$ cat src/rtl/data_packet_ready_shaper.sv
// data_packet_ready_shaper
// Generates sink ready from a 16-bit rotating back-pressure pattern.
// Ports:
//   clk_i      clock
//   rst_ni     asynchronous active-low reset
//   running_i  checker running; enables rotation and gates ready
//   reload_i   reload the rotator (any CTRL write)
//   pattern_i  pattern to load; zero means always ready
//   ready_o    combinational ready = running & rotator bit 0
module data_packet_ready_shaper (
    input  logic        clk_i,
    input  logic        rst_ni,
    input  logic        running_i,
    input  logic        reload_i,
    input  logic [15:0] pattern_i,
    output logic        ready_o
);

    logic [15:0] rot_q, rot_d;

    // Reload takes priority over rotation so a CTRL write always restarts
    // the pattern from bit 0; a zero pattern would stall forever, so it
    // is replaced by all-ones.
    always_comb begin
        rot_d = rot_q;
        if (reload_i) begin
            rot_d = (pattern_i == 16'h0000) ? 16'hFFFF : pattern_i;
        end else if (running_i) begin
            rot_d = {rot_q[0], rot_q[15:1]};
        end
    end

    // Rotator register
    always_ff @(posedge clk_i or negedge rst_ni) begin
        if (!rst_ni) rot_q <= '0;
        else         rot_q <= rot_d;
    end

    assign ready_o = running_i & rot_q[0];

endmodule

$ cat config.mk
export PLATFORM = sky130hd
export DESIGN_NAME = data_packet_ready_shaper
export DESIGN_NICKNAME = d
export VERILOG_FILES = /design/src/rtl/data_packet_ready_shaper.sv
export SDC_FILE = /design/constraint.sdc
export NUM_CORES = 1
export LEC_CHECK = 0
export CORE_MARGIN = 4
export CORE_UTILIZATION = 47
export DETAILED_ROUTE_END_ITERATION = 10
export GPL_TIMING_DRIVEN = 0
export PLACE_DENSITY = 0.88
export RECOVER_POWER = 100
export SLEW_MARGIN = 0
export SYNTH_ARGS = -nofsm -noshare
export SYNTH_HDL_FRONTEND = slang
export SYNTH_SLANG_ARGS = --single-unit
export TNS_END_PERCENT = 1
$ cat constraint.sdc
create_clock -name clk_i -period 2.1 [get_ports clk_i]
set_input_delay 0.63 -clock clk_i [delete_from_list [all_inputs] [get_ports clk_i]]
set_output_delay 0.63 -clock clk_i [all_outputs]
set_load 0.005 [all_outputs]
==> impl_results.rst <==
.. list-table::
   :header-rows: 1

   * - Metric
     - Value
   * - Status
     - complete, no violations
   * - Worst Path Max Fanout
     - 5
   * - Fin Setup TNS
     - 0 ns
   * - Area of the core
     - 1590 sq um
   * - Post-synthesis register bit count
     - 16
   * - CTS Buf Count
     - 3
   * - Crit-path max cell delay
     - 0.55 ns
   * - Avg Vias per Cell
     - 5.57
   * - Launch point of the worst reg-to-reg path
     - rot_q[0]
   * - Flip-flop count of the largest register, all copies and words added
     - 16
   * - Antenna diode count
     - 0
   * - Most flop-heavy register
     - rot_q
   * - Max cap viols
     - 0
   * - Count of unique library cells instantiated by Yosys
     - 13
   * - Crit-path slowest cell
     - sky130_fd_sc_hd__or4_4
   * - Largest net degree at the start of global routing
     - 17
   * - Depth of the CTS H-tree
     - 1
   * - Required time of the worst setup path
     - 2.32 ns
   * - Wire length of the first global-routing pass
     - 2990 um
   * - Worst clock skew
     - 0.00355 ns
   * - YS warnings
     - 0
   * - Reg-to-reg endpoint
     - rot_q[15]
   * - Starting density of the core
     - 52.2%
   * - Number of endpoints with negative hold slack in the final report
     - 0
   * - TritonCTS clock tree
     - built
   * - Final wirelength
     - 1730 um
   * - Design area
     - 1110 sq um
   * - CTS Hold Buffers Added
     - 0
   * - RSZ-0062 raised after global routing
     - false
   * - Worst supply voltage drop on vdd
     - 350 uV
   * - Later-pin clock latency in the skew report
     - 0.27 ns
   * - Share of final-layout standard cells stronger than drive strength 1
     - 51.8%
   * - Syn avg cell area
     - 14.1 sq um
   * - Type of origin of the critical path
     - input port
   * - Drc violations
     - 0
   * - Die footprint
     - 2510 sq um
   * - Number of stages on the worst setup path
     - 5
   * - Detailed-route wire length per cell
     - 16.2 um
   * - Time the final worst path needs with I/O delays and setup
     - 2.04 ns
   * - Largest registers in the final layout
     - rot_q x16
   * - Synthesized cell area
     - 832 sq um
   * - Floorplan die width
     - 50.1 um
   * - Worst path cell trace
     - dlygate4sd2_1 > or4_4 > o41ai_4 > buf_4 > o22a_2
   * - Number of global-route vias before repair
     - 665
   * - Synthesized netlist net count
     - 79
   * - Antenna violations before repair
     - 0
   * - Worst-Margin Slew
     - 0.728 ns
   * - Length of the first detailed-routing pass in iterations
     - 6
   * - Largest buffer count on any clock path
     - 2
   * - Fmax
     - 0.489 GHz
   * - Internal reg-to-reg setup slack
     - 1.15 ns
   * - Path type of the worst min-delay path
     - flip-flop to flip-flop
   * - Global-route usage over all layers
     - 15.5%
   * - Most used cells in the layout excluding fill and tap cells
     - sky130_fd_sc_hd__dfrtp_1 (16), sky130_fd_sc_hd__mux2_2 (15), sky130_fd_sc_hd__o22a_2 (14)
   * - Sequential cell area fraction in the yosys report
     - 48.1%
   * - Number of buffers inserted by port buffering
     - 18
   * - Post-DP Area
     - 1040 sq um
   * - Clock root buffer
     - sky130_fd_sc_hd__clkbuf_4
   * - Die height
     - 50.1 um
   * - Fin. max-slew vios
     - 0
   * - Violation count after the first detailed-routing iteration
     - 8
   * - Critical path start-end classification
     - input port to flip-flop
   * - Via count
     - 596
   * - Routability Congestion
     - 0.751
   * - Power density of the placed cells
     - 592 nW/um^2
   * - Number of stages on the worst hold path
     - 2
   * - Nets
     - 105
   * - Worst Setup End Kind
     - flip-flop
   * - Final Setup Violations
     - 0
   * - FF-to-FF path depth
     - 2
   * - Post-DRT Antenna Nets
     - 0
   * - Most frequent standard cell in the layout excluding fill and tap cells
     - sky130_fd_sc_hd__dfrtp_1
   * - Number of cells produced by synthesis
     - 59
   * - Worst Path Buf+Inv
     - 2
   * - Layout area overhead
     - 34.0%
   * - Data arrival, critical path
     - 2.26 ns
   * - Critical Path Start
     - pattern_i[13]
   * - Worst setup path endpoint
     - rot_q[10]
   * - Floorplan row count
     - 14
   * - Final worst path period share
     - 97.3%
   * - Boundary pin count
     - 21
   * - Clock-pin transition on the worst setup and hold timing paths
     - 0.09 ns
   * - Static Leakage
     - 0.000499 uW
   * - Largest delay contributor family on the critical path
     - compound AO/OA/AOI/OAI gates
   * - Remaining global-route overflow
     - 0
   * - Hpwl dp
     - 1240 um
   * - Slew Limit Headroom
     - 51.3%
   * - Number of clock sinks
     - 16
## final cells by class
class	count	area [sq um]
fill	116	479
multi-input combinational	38	413
sequential	16	400
clock buffer	3	22.5
buffer	5	40.0
timing repair buffer	21	209
tap	24	30.0
## logic make-up after synthesis
| family | synth area share [%] |
|---|---|
| AOI/OAI and AO/OA | 22.4 |
| DFF | 48.1 |
| muxes | 20.3 |
| and+or+nand+nor | 6.02 |
| buffers and inverters | 3.16 |
## power by group
group	total [uW]	switching (uW)	leakage (uW)	internal, uW
Clock	153	87.0	0.0000138	66.3
Sequential	355	15.1	0.000179	340
Combinational	152	55.0	0.000306	96.9
Total	660	157	0.000499	503
## stage by stage
| step | hold slack [ns] | instances | worst slack (ns) | power [uW] | utilization [%] |
|---|---|---|---|---|---|
| 6_report | 0.632 | 107 | 0.0560 | 660 | 69.9 |
| 5_1_grt | 0.628 | 107 | 0.00430 | 701 | 69.9 |
| 4_1_cts | 0.631 | 107 | -0.00120 | 668 | 69.2 |
| 3_5_place_dp | 0.611 | 101 | -0.656 | 513 | 65.4 |
| 3_3_place_gp | 0.606 | 101 | -0.659 | 508 | 65.4 |
| 2_1_floorplan | 0.334 | 59 | 0.0307 | 450 | - |
## layer usage
metal	track usage, %	vias to the layer above	wire length (um)
met5	0	-	0
met4	4.15	0	9
met1	19.8	289	763
li1	-	284	-
met2	25.4	21	823
met3	4.22	2	137
## timing repair
item / in CTS / in global routing
gates cloned: 1 / 0
pin swaps: 3 / 3
endpoints found under the setup margin: 17 / 16
buffers inserted: 2 / 0
gates resized for setup: 18 / 8
## synth_stat cells
cell | instances | area, sq um
sky130_fd_sc_hd__or4_1 | 2 | 15.0
sky130_fd_sc_hd__o22a_1 | 1 | 8.76
sky130_fd_sc_hd__clkbuf_1 | 3 | 11.3
sky130_fd_sc_hd__nor2b_1 | 1 | 6.26
sky130_fd_sc_hd__buf_1 | 1 | 3.75
sky130_fd_sc_hd__mux2_2 | 15 | 169
sky130_fd_sc_hd__buf_6 | 1 | 11.3
sky130_fd_sc_hd__o41ai_4 | 1 | 27.5
sky130_fd_sc_hd__dfrtp_1 | 16 | 400
sky130_fd_sc_hd__o32a_1 | 1 | 10.0
sky130_fd_sc_hd__or4_4 | 2 | 22.5
sky130_fd_sc_hd__and2_1 | 1 | 6.26
sky130_fd_sc_hd__o22a_2 | 14 | 140
## worst min-delay path by stage
| stage | end | slack, ns | startpoint |
|---|---|---|---|
| 2_1_floorplan | rot_q[0] | 0.33 | rst_ni |
| 6_report | rot_q[5] | 0.63 | rot_q[5] |
| 5_1_grt | rot_q[9] | 0.63 | pattern_i[9] |
| 3_5_place_dp | rot_q[0] | 0.61 | rot_q[0] |
| 4_1_cts | rot_q[0] | 0.63 | rot_q[0] |
| 3_3_place_gp | rot_q[9] | 0.61 | rot_q[10] |
## worst register-to-register path, stage by stage (launching register included)
cell,delay (ns)
sky130_fd_sc_hd__dfrtp_1,0.38
sky130_fd_sc_hd__and2_1,0.14
sky130_fd_sc_hd__o32a_1,0.32
No activity file was read; power rests on OpenSTA's default activity.
